## src/rtl/alu_share_arbiter.sv

```systemverilog
// Round-robin share of one ALU between the execute stage (req0) and the branch/AGU (req1).
// Define ALU_ARB_ILLEGAL_CHK_EN to trap unsupported selects into an err-flagged response.
module alu_share_arbiter #(
    parameter int N = 32
) (
    input  logic         clk,
    input  logic         rst,

    input  logic         req0_valid,
    output logic         req0_ready,
    input  logic [N-1:0] req0_a,
    input  logic [N-1:0] req0_b,
    input  logic [3:0]   req0_sel,

    input  logic         req1_valid,
    output logic         req1_ready,
    input  logic [N-1:0] req1_a,
    input  logic [N-1:0] req1_b,
    input  logic [3:0]   req1_sel,

    output logic         rsp0_valid,
    input  logic         rsp0_ready,
    output logic [N-1:0] rsp0_result,
    output logic         rsp0_zero,
    output logic         rsp0_err,

    output logic         rsp1_valid,
    input  logic         rsp1_ready,
    output logic [N-1:0] rsp1_result,
    output logic         rsp1_zero,
    output logic         rsp1_err,

    output logic [N-1:0] alu_a,
    output logic [N-1:0] alu_b,
    output logic [3:0]   alu_sel,
    input  logic [N-1:0] alu_result,
    input  logic         alu_flag
);

    // state      | meaning
    // SLOT_EMPTY | response register holds no result for its requester
    // SLOT_FULL  | response register holds a result awaiting rspX_ready

    localparam logic [3:0] SEL_AND = 4'b0000;
    localparam logic [3:0] SEL_OR  = 4'b0001;
    localparam logic [3:0] SEL_ADD = 4'b0010;
    localparam logic [3:0] SEL_SUB = 4'b0110;

    typedef enum logic {
        SLOT_EMPTY = 1'b0,
        SLOT_FULL  = 1'b1
    } slot_state_t;

    slot_state_t slot0_q, slot0_d;
    slot_state_t slot1_q, slot1_d;
    logic        last_grant_q, last_grant_d;

    logic [N-1:0] rsp0_result_q, rsp1_result_q;
    logic         rsp0_zero_q, rsp1_zero_q;

    logic         free0, free1;
    logic         elig0, elig1;
    logic         grant0, grant1;
    logic [3:0]   win_sel;
    logic         illegal;
    logic [N-1:0] cap_result;
    logic         cap_zero;

    // A slot draining this cycle can be refilled in the same cycle.
    always_comb begin
        free0  = (slot0_q == SLOT_EMPTY) || rsp0_ready;
        free1  = (slot1_q == SLOT_EMPTY) || rsp1_ready;
        elig0  = !rst && req0_valid && free0;
        elig1  = !rst && req1_valid && free1;
        grant0 = elig0 && (!elig1 || last_grant_q);
        grant1 = elig1 && (!elig0 || !last_grant_q);
    end

    assign req0_ready = grant0;
    assign req1_ready = grant1;

    always_comb begin
        alu_a   = '0;
        alu_b   = '0;
        win_sel = SEL_ADD;
        if (grant0) begin
            alu_a   = req0_a;
            alu_b   = req0_b;
            win_sel = req0_sel;
        end else if (grant1) begin
            alu_a   = req1_a;
            alu_b   = req1_b;
            win_sel = req1_sel;
        end
    end

`ifdef ALU_ARB_ILLEGAL_CHK_EN
    always_comb begin
        illegal = 1'b0;
        if (grant0 || grant1) begin
            case (win_sel)
                SEL_AND, SEL_OR, SEL_ADD, SEL_SUB: illegal = 1'b0;
                default:                           illegal = 1'b1;
            endcase
        end
    end
    assign alu_sel = illegal ? SEL_ADD : win_sel;
`else
    assign illegal = 1'b0;
    assign alu_sel = win_sel;
`endif

    // Illegal ops still produce a response, but with a cleared result and flag.
    assign cap_result = illegal ? '0 : alu_result;
    assign cap_zero   = illegal ? 1'b0 : alu_flag;

    always_comb begin
        slot0_d      = slot0_q;
        slot1_d      = slot1_q;
        last_grant_d = last_grant_q;

        if (grant0) begin
            slot0_d = SLOT_FULL;
        end else if ((slot0_q == SLOT_FULL) && rsp0_ready) begin
            slot0_d = SLOT_EMPTY;
        end

        if (grant1) begin
            slot1_d = SLOT_FULL;
        end else if ((slot1_q == SLOT_FULL) && rsp1_ready) begin
            slot1_d = SLOT_EMPTY;
        end

        if (grant0) begin
            last_grant_d = 1'b0;
        end else if (grant1) begin
            last_grant_d = 1'b1;
        end
    end

    always_ff @(posedge clk) begin
        if (rst) begin
            slot0_q       <= SLOT_EMPTY;
            slot1_q       <= SLOT_EMPTY;
            last_grant_q  <= 1'b1;
            rsp0_result_q <= '0;
            rsp1_result_q <= '0;
            rsp0_zero_q   <= 1'b0;
            rsp1_zero_q   <= 1'b0;
        end else begin
            slot0_q      <= slot0_d;
            slot1_q      <= slot1_d;
            last_grant_q <= last_grant_d;
            if (grant0) begin
                rsp0_result_q <= cap_result;
                rsp0_zero_q   <= cap_zero;
            end
            if (grant1) begin
                rsp1_result_q <= cap_result;
                rsp1_zero_q   <= cap_zero;
            end
        end
    end

`ifdef ALU_ARB_ILLEGAL_CHK_EN
    logic rsp0_err_q, rsp1_err_q;

    always_ff @(posedge clk) begin
        if (rst) begin
            rsp0_err_q <= 1'b0;
            rsp1_err_q <= 1'b0;
        end else begin
            if (grant0) rsp0_err_q <= illegal;
            if (grant1) rsp1_err_q <= illegal;
        end
    end

    assign rsp0_err = rsp0_err_q;
    assign rsp1_err = rsp1_err_q;
`else
    assign rsp0_err = 1'b0;
    assign rsp1_err = 1'b0;
`endif

    assign rsp0_valid  = (slot0_q == SLOT_FULL);
    assign rsp1_valid  = (slot1_q == SLOT_FULL);
    assign rsp0_result = rsp0_result_q;
    assign rsp1_result = rsp1_result_q;
    assign rsp0_zero   = rsp0_zero_q;
    assign rsp1_zero   = rsp1_zero_q;

endmodule

```

## config.mk

```make
export PLATFORM = sky130hd
export DESIGN_NAME = alu_share_arbiter
export DESIGN_NICKNAME = d
export VERILOG_FILES = /design/src/rtl/alu_share_arbiter.sv
export SDC_FILE = /design/constraint.sdc
export NUM_CORES = 1
export LEC_CHECK = 0
export CAP_MARGIN = 20
export CORE_AREA = 2 2 121 123
export DETAILED_ROUTE_END_ITERATION = 10
export DIE_AREA = 0 0 123 125
export GPL_TIMING_DRIVEN = 1
export PLACE_DENSITY = 0.73
export RECOVER_POWER = 100
export REMOVE_ABC_BUFFERS = 1
export SLEW_MARGIN = 20
export SYNTH_ARGS = -nofsm -noshare
export SYNTH_HDL_FRONTEND = slang
export SYNTH_SLANG_ARGS = --single-unit
```

## constraint.sdc

```tcl
create_clock -name clk -period 1.5 [get_ports clk]
set_input_delay 0.15 -clock clk [delete_from_list [all_inputs] [get_ports clk]]
set_output_delay 0.15 -clock clk [all_outputs]
set_load 0.02 [all_outputs]
```

# ---- Word level (Yosys, flattened, before mapping)
# Cells that the tools add are included.
dict set report classes {
  shifts 0
  bitwise_logic 2
  mux 12
  n_lt_le_gt_ge 0
  mul 0
  n_eq_ne 0
  reduce_logical 19
  addsub 0
  n_div 0
}
# op n
set op_table {}
lappend op_table {{two-way mux 32 bit} 4}
lappend op_table {{logical AND 1 bit} 8}
lappend op_table {{two-way mux 4 bit} 2}
lappend op_table {{two-way mux 1 bit} 6}
lappend op_table {{nonzero test 2 bit} 3}
lappend op_table {{logical NOT 1 bit} 4}
lappend op_table {{logical OR 1 bit} 4}
lappend op_table {{inverter 1 bit} 2}
dict set report totals {
  wordCells 40
  romBits 0
  inputBits 175
  n_memories 0
  reg_bits 69
  ram_bits 0
  out_inout_bits 140
  latch_bits 0
}

# ---- Logic depth before layout (Yosys ltp)
# Gate-level depths: netlist of the first run.
dict set report logic_depth {
  ltp_word 8
  ltp_mapped 5
  mapped_depth_nobuf 3
}

# ---- Least setup slack after synthesis of the first run
# OpenSTA, ideal clock, no wires.
dict set report synth_timing {
  path_kind {register to output}
  start {register slot1_q (netlist: rsp1_valid)}
  end {output alu_a[0]}
  path_slack_ns -0.296
  t_arrival_ns 1.646
  path_stages_with_launch 5
  n_path_buf 1
  cell_sequence {dfxtp_1 nor2b_2 o311ai_4 clkbuf_1 o32ai_1}
}
dict set report synth_between {
  elab_chain_len 7
  elab_cells_between_ends 9
  cone_classes {mux (2); bitwise (1); reduce/logical (6)}
}
# element line_no
set synth_lines {}
lappend synth_lines {{from (decl)} 55} ;# slot_state_t slot1_q, slot1_d;
lappend synth_lines {{from (signal assigned)} 152} ;# slot1_q <= slot1_d;
lappend synth_lines {{inverter 1 bit *} 72} ;# free1 = (slot1_q == SLOT_EMPTY) || rsp1_ready;
lappend synth_lines {{logical OR 1 bit *} 72}
lappend synth_lines {{logical AND 1 bit *} 74} ;# elig1 = !rst && req1_valid && free1;
lappend synth_lines {{logical NOT 1 bit} 75} ;# grant0 = elig0 && (!elig1 || last_grant_q);
lappend synth_lines {{logical OR 1 bit} 75}
lappend synth_lines {{logical AND 1 bit} 75}
lappend synth_lines {{two-way mux 32 bit *} 86} ;# if (grant0) begin
lappend synth_lines {{to (decl)} 33} ;# output logic [N-1:0] alu_a,
# Every way passes the cells marked *; elsewhere a longest branch is shown, timed or not.

# ---- Worst setup path in the final report of the first run
dict set report layout_timing {
  start {register slot0_q (netlist: rsp0_valid)}
  end {output alu_a[20]}
}
dict set report layout_between {
  elab_chain_len 8
  elab_cells_between_ends 9
  cone_classes {mux (2); bitwise (1); reduce/logical (6)}
}
# element line_no
set layout_lines {}
lappend layout_lines {{from (decl)} 54} ;# slot_state_t slot0_q, slot0_d;
lappend layout_lines {{from (signal assigned)} 151} ;# slot0_q <= slot0_d;
lappend layout_lines {{inverter 1 bit *} 71} ;# free0 = (slot0_q == SLOT_EMPTY) || rsp0_ready;
lappend layout_lines {{logical OR 1 bit *} 71}
lappend layout_lines {{logical AND 1 bit *} 73} ;# elig0 = !rst && req0_valid && free0;
lappend layout_lines {{logical NOT 1 bit} 76} ;# grant1 = elig1 && (!elig0 || !last_grant_q);
lappend layout_lines {{logical OR 1 bit} 76}
lappend layout_lines {{logical AND 1 bit} 76}
lappend layout_lines {{two-way mux 32 bit} 90} ;# end else if (grant1) begin
lappend layout_lines {{two-way mux 32 bit *} 86}
# Marks and branches as above.

==> results of run 1 <==
==> stage by stage <==
stage / total power [W] / setup WS [ns] / TNS, ns / instances / utilization
after global placement: 0.00428 / -0.822 / -86.98 / 988 / 0.547
after floorplan: 0.00301 / -2.71 / -285.30 / 458 / -
final: 0.00688 / -0.403 / -32.68 / 1030 / 0.638
after detailed placement: 0.00431 / -0.870 / -90.56 / 988 / 0.547
after global routing: 0.00716 / -0.470 / -40.13 / 1030 / 0.638
after CTS: 0.00659 / -0.417 / -33.37 / 1018 / 0.587
==> cells in the mapped netlist (all sizes together), types with 2 or more instances <==
cell type,number
a21oi,3
mux2i,66
o32ai,67
dfxtp,69
nand2b,168
buf,17
nor2b,2
nor2,5
inv,68
clkbuf,33
==> path summary, 6_finish.rpt <==
| kind | start | end | slack [ns] | depth (start not counted) |
|---|---|---|---|---|
| max | rsp0_valid | alu_a[20] | -0.40 | 6 |
| min | rsp0_ready | last_grant_q | 0.24 | 4 |
| max reg2reg | rsp1_valid | rsp0_result[14] | -0.23 | 7 |
| min reg2reg | rsp0_result[27] | rsp0_result[27] | 0.47 | 2 |
==> cell usage in the layout (no fill, tap or decap), types with 2 or more instances in the layout <==
cell type	instances
sky130_fd_sc_hd__o32ai_1	6
sky130_fd_sc_hd__inv_1	67
sky130_fd_sc_hd__o32ai_2	47
sky130_fd_sc_hd__nand2b_1	166
sky130_fd_sc_hd__buf_4	74
sky130_fd_sc_hd__clkbuf_16	14
sky130_fd_sc_hd__dfxtp_1	66
sky130_fd_sc_hd__dlygate4sd2_1	2
sky130_fd_sc_hd__buf_2	11
sky130_fd_sc_hd__nor2b_4	2
sky130_fd_sc_hd__a21oi_1	3
sky130_fd_sc_hd__buf_12	11
sky130_fd_sc_hd__buf_6	20
sky130_fd_sc_hd__nand2b_4	2
sky130_fd_sc_hd__dfxtp_2	2
sky130_fd_sc_hd__conb_1	2
sky130_fd_sc_hd__clkinv_2	2
sky130_fd_sc_hd__clkbuf_1	7
sky130_fd_sc_hd__clkdlybuf4s50_1	233
sky130_fd_sc_hd__buf_16	8
sky130_fd_sc_hd__mux2i_1	65
sky130_fd_sc_hd__o32ai_4	14
sky130_fd_sc_hd__nor2_1	5
==> critical path, stage by stage (launching register included) <==
cell,delay [ns]
sky130_fd_sc_hd__dfxtp_2,0.34
sky130_fd_sc_hd__nor2b_4,0.13
sky130_fd_sc_hd__o211ai_1,0.24
sky130_fd_sc_hd__buf_4,0.24
sky130_fd_sc_hd__buf_6,0.20
sky130_fd_sc_hd__o32ai_4,0.11
sky130_fd_sc_hd__buf_4,0.17
==> layer usage <==
| metal | up-vias | GRT usage | part of all wire |
|---|---|---|---|
| met2 | 213 | 0.405 | 0.52 |
| met5 | - | 0 | 0.00040 |
| li1 | 2377 | - | - |
| met4 | 2 | 0.117 | 0.043 |
| met1 | 2370 | 0.255 | 0.37 |
| met3 | 55 | 0.0598 | 0.073 |
==> registers in the layout, indices dropped and copies added, names as in the netlist <==
signal / flops
last_grant_q: 1
rsp0_result: 32
rsp1_result: 32
rsp1_valid: 1
rsp0_zero: 1
rsp1_zero: 1
rsp0_valid: 1
==> kinds of logic (layout without fill, tap and decap cells) <==
kind of cell,count (synthesis),after routing
muxes,66,66
DFF,69,69
AOI/OAI and AO/OA,77,77
buffers and inverters,118,455
and+or+nand+nor,176,176
other,1,3
==> repair_timing <==
item,CTS,global route
endpoints found under the setup margin,131,133
buffers inserted,6,5
cloned,8,6
hold buffers,0,0
pin swaps,3,3
gates resized for setup,422,117
endpoints found under the hold margin,0,0
==> power by group <==
part | internal (W) | switching (W) | total (W)
Clock | 0.00133 | 0.000749 | 0.00207
Sequential | 0.00197 | 0.0000768 | 0.00205
Combinational | 0.00150 | 0.00126 | 0.00276
Total | 0.00480 | 0.00209 | 0.00688
==> layout make-up <==
type | instances | area share
diodes | 1 | 0.000276
clock buffers | 12 | 0.0272
clock inverters | 4 | 0.00524
inverters | 68 | 0.0281
multi-input cells | 321 | 0.343
flip-flops and latches | 69 | 0.153
well taps | 184 | 0.0254
repair buffers | 371 | 0.418
==> impl.org, run 1 <==
** Cells and area
- Area of combinational cells with multiple inputs :: 3110 um2
- In the final design database the tool counted 1015 nets.
- After filler insertion, the fill cell instance count of the layout stands at 1150.
- The area growth from synthesis to layout is 110%.
- Share of final-layout standard cells stronger than drive strength 1 :: 0.258
- Summed area of non-filler cells in the final layout :: 9070 um2
- Across the whole layout, storage elements account for 1390 um2.

** Floorplan
- Die area :: 15400 um2
- DIE WIDTH :: 123 um
- Die Y :: 125 um
- During I/O placement, the number of pins put on the boundary was 315.
- The core region is 14200 um2.
- Initial cell density of the core :: 0.305
- The initialized floorplan defines 44 standard-cell rows.

** Synth
- Synth area leader :: sky130_fd_sc_hd__dfxtp_1
- After synthesis, the share of flip-flops with an asynchronous set or reset is 0.
- Largest family of logic cells by synthesized area :: simple AND/OR/NAND/NOR gates
- After synthesis, the cell types taking the most area are sky130_fd_sc_hd__dfxtp_1, sky130_fd_sc_hd__nand2b_1, sky130_fd_sc_hd__mux2i_1.
- Proportion of netlist area held by the largest area contributor :: 0.319
- The complex-gate fraction of the synthesized area is 0.157.
- Dividing the synthesized area by the synthesized cell count gives 8.54 um2.
- Synthesis inferred 69 register bits.
- Count of yosys warnings during synthesis :: 0
- Of the total synthesized cell area, the portion taken by full adders, half adders and majority gates is 0.
- Of the total synthesized cell area, the portion taken by AND, OR, NAND and NOR gates is 0.253.
- The share of the Yosys chip area taken by registers is 0.319.
- Synthesis produced a netlist whose cell count is 507.
- Yosys mapped a number of flops with a built-in enable equal to 0.
- Netlist Area Pre-Place :: 4330 um2
- Area share of xor/xnor cells in the synthesized design :: 0
- Yosys mapped the design onto 24 distinct sky130hd cell types.
- Mux share of post-synthesis cell area :: 0.153
- The most used flip-flop cell after synthesis is sky130_fd_sc_hd__dfxtp_1.

** GRT
- Entering global routing, the biggest net connects 63 pins.
- The total overflow left after global routing is 0.
- Global-route wire length before repair :: 27800 um
- In the global route stage, overall resource usage came out at 0.232.
- Antenna violations before repair :: 2
- The number of global-route vias before repair came to 5204.

** Clock tree
- For this design, the sink count on the clock tree is 69.
- The root buffer cell chosen for the clock tree is sky130_fd_sc_hd__clkbuf_16.
- Source-to-sink clock delay at the later pin of the worst-skew pair :: 0.33 ns
- Total clock buffers created by CTS :: 9
- TritonCTS clock tree :: yes
- In this run the deepest clock path goes through 2 buffers.
- The H-tree was split into 3 levels.
- Clock edge transition at the registers on the reported setup and hold paths :: 0.05 ns

** Timing
- Final hold viol count :: 0
- Setup violations remaining at the end of the flow were counted as 117.
- The final number of max-transition violations was 0.
- Clock skew on the completed layout was measured at 0.00364 ns.
- Worst hold margin :: 0.245 ns
- Setup repair after global routing could not meet its margin everywhere.
- Min Clock Period, post-route :: 1.90 ns
- Fin worst setup slack :: -0.403 ns
- Maximum achievable frequency :: 525 MHz
- Share of the clock period used by the worst path :: 1.27

** Route
- Detailed-route wire length per cell :: 19.2 um
- Detailed routing inserted a total of 5017 vias.
- In this run the remaining antenna-violating nets after routing total 0.
- For this block, the initial DRC count from the detailed router was 189.
- Residual DRC :: 0
- First-pass DRT Iterations :: 4
- For this block, the routed nets add up to 19800 um of wire.
- Dividing the detail-routed via count by the number of cells gives 4.87.

** Setup path
- Type of element capturing the critical path :: output pin
- The critical path is of the register to output pin type.
- At the worst endpoint, the arrival time is 1.75 ns.
- Data required time at the worst endpoint :: 1.35 ns
- Maximum fanout encountered on the critical timing path :: 9
- Category of the worst setup path launch point :: register

** Min path
- In this run the worst hold path is classified as input pin to register.

** Outcome
- Violated checks :: negative setup slack
- Run status :: complete, but fails checks

** Place
- Detailed placement ended at an HPWL of 13100 um.
- Weighted congestion reported at the end of routability-driven placement :: 0.961
- Number of port buffers :: 312
- Area of placed instances :: 7770 um2

** Pwr
- Leakage Power :: 3.77 nW
- Areal power density over the cells :: 759 nW/um2
- VDD sags by at most 0.000747 V.

** Flow run
- Max-cap violations in this run came to 0.
Power figures use the tool's default switching activity.
==> run 2, diff against run 1 <==
DONT_BUFFER_PORTS = 1   (was default)
PLACE_DENSITY = default   (was 0.73)
RECOVER_POWER = 50   (was 100)
==> run 2 against run 1 <==
Effect of this change: the flow still finishes with violations (negative setup slack); sequential cell count did not move; clock-buffer cell count stayed put; setup slack worse by 0.023 ns; combinational power decreased by 37%; via count fell by 20%; utilization shrank 17 points; global-route usage shrank 5.3 points; wire length fell by 19%.
==> impl.org, run 2 (synthesis gave the netlist of run 1 again) <==
** Outcome
- Run status :: complete, but fails checks (unchanged)
- Violated checks: negative setup slack (unchanged).

** Setup path
- The worst-case register-to-register setup slack is -0.20 ns (was -0.23 ns).
- The startpoint class of the critical path is a register (unchanged).
- Type of element capturing the critical path :: output pin (unchanged)
- Depth of the worst register-to-register path :: 8 (was 7)
- The type of the worst setup path is register to output pin (unchanged).
- End of the worst register-to-register path :: rsp1_result[26] (was rsp0_result[14])
- The required time of the worst setup path is 1.35 ns (about the same).
- The launch point of the worst reg-to-reg path is rsp1_valid (unchanged).
- The data arrival at the endpoint of the critical path came to 1.78 ns (was 1.75 ns).
- Maximum fanout encountered on the critical timing path :: 5 (was 9)
- Critical Path Source :: rsp1_valid (was rsp0_valid)

** Place
- The number of buffers added on ports is 0 (was 312).
- The placer congestion estimate is 0.885 (was 0.961).
- Place WS :: -0.287 ns (was -0.870 ns)
- Area of placed instances :: 5100 um2 (was 7770 um2)
- The sum of net half-perimeters after detailed placement was 10300 um (was 13100 um).

** Timing
- Final hold viol count :: 0 (unchanged)
- Worst hold margin :: 0.00816 ns (was 0.245 ns)
- The maximum clock frequency came to 519 MHz (was 525 MHz).
- The final worst clock skew was 0.00380 ns (was 0.00364 ns).
- The worst-case setup margin in the final layout came to -0.426 ns (was -0.403 ns).
- Max Slew Vio Count :: 0 (unchanged)
- Min Clock Period, post-route :: 1.93 ns (was 1.90 ns)
- Setup repair after global routing missed its margin :: true (unchanged)
- Share of the clock period used by the worst path :: 1.28 (was 1.27)
- Final number of setup-violating endpoints :: 122 (was 117)

** Clock tree
- The number of buffers added by the clock tree synthesis step is 9 (unchanged).
- H-tree levels :: 3 (unchanged)
- The clock tree from TritonCTS is yes (unchanged).
- The root buffer cell is sky130_fd_sc_hd__clkbuf_16 (unchanged).
- Maximum clock path buffer count :: 2 (unchanged)
- The clock net sink count came to 69 (unchanged).
- Clock edge transition at the registers on the reported setup and hold paths :: 0.05 ns (about the same)
- Source-to-sink clock delay at the later pin of the worst-skew pair :: 0.32 ns (was 0.33 ns)

** Route
- Met3 routed WL :: 1130 um (was 1450 um)
- The number of antenna-violating nets in the routed design came to 0 (unchanged).
- Detailed-route wire length per cell :: 20.3 um (was 19.2 um)
- The number of DRC violations after detailed routing was 0 (unchanged).
- The overall via count from detail_route was 4032 (was 5017).
- The detailed-routing iteration count for the pre-antenna-repair pass was 4 (unchanged).
- The number of vias per cell after detailed routing is 5.08 (was 4.87).
- 1st-iter DRT viols :: 161 (was 189)
- Wire length on met2 :: 8510 um (was 10200 um)
- Total detailed-routing wirelength :: 16100 um (was 19800 um)
- The top metal layer carrying routed signals is met4 (was met5).
- The wire length the detailed router placed on met1 was 5910 um (was 7280 um).

** Pwr
- Areal power density over the cells :: 908 nW/um2 (was 759 nW/um2)
- Power, Total :: 0.00606 W (was 0.00688 W)
- Peak ir drop on the vdd network :: 0.000787 V (was 0.000747 V)
- Leakage Power :: 2.84 nW (was 3.77 nW)

** Cells and area
- The post-route core utilization is 0.470 (was 0.638).
- Most common library cell in the layout ignoring fill and taps :: sky130_fd_sc_hd__nand2b_1 (was sky130_fd_sc_hd__clkdlybuf4s50_1)
- The cell area after layout is 6670 um2 (was 9070 um2).
- Fill cells :: 1264 (was 1150)
- Leading cell types in the layout, fill and taps excluded: sky130_fd_sc_hd__nand2b_1, sky130_fd_sc_hd__buf_4, sky130_fd_sc_hd__inv_1 (was sky130_fd_sc_hd__clkdlybuf4s50_1, sky130_fd_sc_hd__nand2b_1, sky130_fd_sc_hd__buf_4).
- The synthesis-to-finish area growth came to 54.1% (was 110%).
- Count of nets after finishing :: 778 (was 1015)
- Share of final-layout standard cells stronger than drive strength 1 :: 0.349 (was 0.258)

** Floorplan
- The number of placement rows was 44 (unchanged).
- Core ar. :: 14200 um2 (unchanged)
- Die area :: 15400 um2 (unchanged)
- The number of top-level pins came to 315 (unchanged).
- The initial core utilization was 0.305 (unchanged).
- Die Y :: 125 um (unchanged)
- The horizontal die dimension is 123 um (unchanged).

** Min path
- The critical hold path startpoint was alu_result[14] (was rsp0_ready).
- Cells on Worst Hold Path :: 2 (was 4)
- Worst Hold End :: rsp0_result[14] (was last_grant_q)
- Worst hold-check path type :: input pin to register (unchanged)

** GRT
- The combined global-route utilization of all metal layers came to 0.179 (was 0.232).
- Global-route congestion overflow total :: 0 (unchanged)
- The largest net degree at the start of global routing was 238 (was 63).
- Global-route wire length before repair :: 21300 um (was 27800 um)
- The number of antenna violations at the first check in global routing is 1 (was 2).
- Via count of the first global-routing pass :: 3895 (was 5204)

** Flow run
- Max-capacitance violation count :: 0 (unchanged)
==> run 2: changes by cell type in the layout (fill, tap and decap cells not counted), moves of 3 or more <==
| cell | before | now |
|---|---|---|
| sky130_fd_sc_hd__buf_12 | 11 | 5 |
| sky130_fd_sc_hd__buf_2 | 11 | 0 |
| sky130_fd_sc_hd__buf_4 | 74 | 77 |
| sky130_fd_sc_hd__buf_6 | 20 | 33 |
| sky130_fd_sc_hd__clkbuf_1 | 7 | 2 |
| sky130_fd_sc_hd__clkdlybuf4s50_1 | 233 | 0 |
| sky130_fd_sc_hd__dlygate4sd3_1 | 0 | 6 |
| sky130_fd_sc_hd__o32ai_1 | 6 | 12 |
| sky130_fd_sc_hd__o32ai_2 | 47 | 42 |
==> run 2: where the power goes <==
group,switching [W],total (W),internal [W]
Combinational,0.000837,0.00175,0.000917
Clock,0.000749,0.00207,0.00133
Sequential,0.000260,0.00223,0.00197
Total,0.00185,0.00606,0.00421
==> run 2: final cells by class <==
| class | count | area (um2) | share of cell area |
|---|---|---|---|
| diodes | 1 | 2.50 | 0.000375 |
| clock buffers | 12 | 246 | 0.0370 |
| clock inverters | 4 | 47.5 | 0.00713 |
| inverters | 68 | 255 | 0.0383 |
| multi-input cells | 321 | 3070 | 0.460 |
| flip-flops and latches | 69 | 1390 | 0.208 |
| well taps | 184 | 230 | 0.0345 |
| repair buffers | 134 | 1430 | 0.214 |
==> run 2: through the flow <==
step | setup TNS [ns] | std cells
floorplan | -285.30 | 458
global placement | -12.48 | 741
detailed placement | -14.70 | 741
CTS | -26.26 | 778
global route | -38.25 | 792
finish | -30.38 | 793
==> run 2: worst max-delay path by stage <==
stage / slack (ns) / cells past startpoint / to
final: -0.43 / 8 / alu_b[2]
after global routing: -0.48 / 8 / alu_b[2]
after CTS: -0.42 / 7 / alu_a[19]
after detailed placement: -0.29 / 6 / alu_b[3]
after global placement: -0.33 / 6 / alu_b[3]
after floorplan: -2.71 / 3 / alu_a[0]
==> run 2: what timing repair did <==
action | in CTS | in global routing
endpoints found under the setup margin | 122 | 117
pin swaps | 8 | 11
setup buffers | 10 | 8
resized for setup | 61 | 73
hold buffers | 6 | 0
endpoints found under the hold margin | 10 | 0
cloned | 6 | 7
==> run 2: per-layer routing <==
layer  up-vias  GRT usage
met3        34     0.0538
met1      1908      0.190
met2       191      0.326
met4         0     0.0675
li1       1899          -
met5         -          0
==> run 2: worst max-delay path: stages (launching register included) <==
cell,delay [ns]
sky130_fd_sc_hd__dfxtp_2,0.32
sky130_fd_sc_hd__buf_4,0.16
sky130_fd_sc_hd__nand2b_4,0.07
sky130_fd_sc_hd__o211ai_1,0.08
sky130_fd_sc_hd__buf_4,0.16
sky130_fd_sc_hd__buf_6,0.14
sky130_fd_sc_hd__buf_4,0.16
sky130_fd_sc_hd__o32ai_2,0.15
sky130_fd_sc_hd__buf_4,0.20
==> run 3, diff against run 2 <==
CAP_MARGIN = 25   (was 20)
==> results of run 3 <==
Final layout, timing and power as in run 2 (identical DEF).
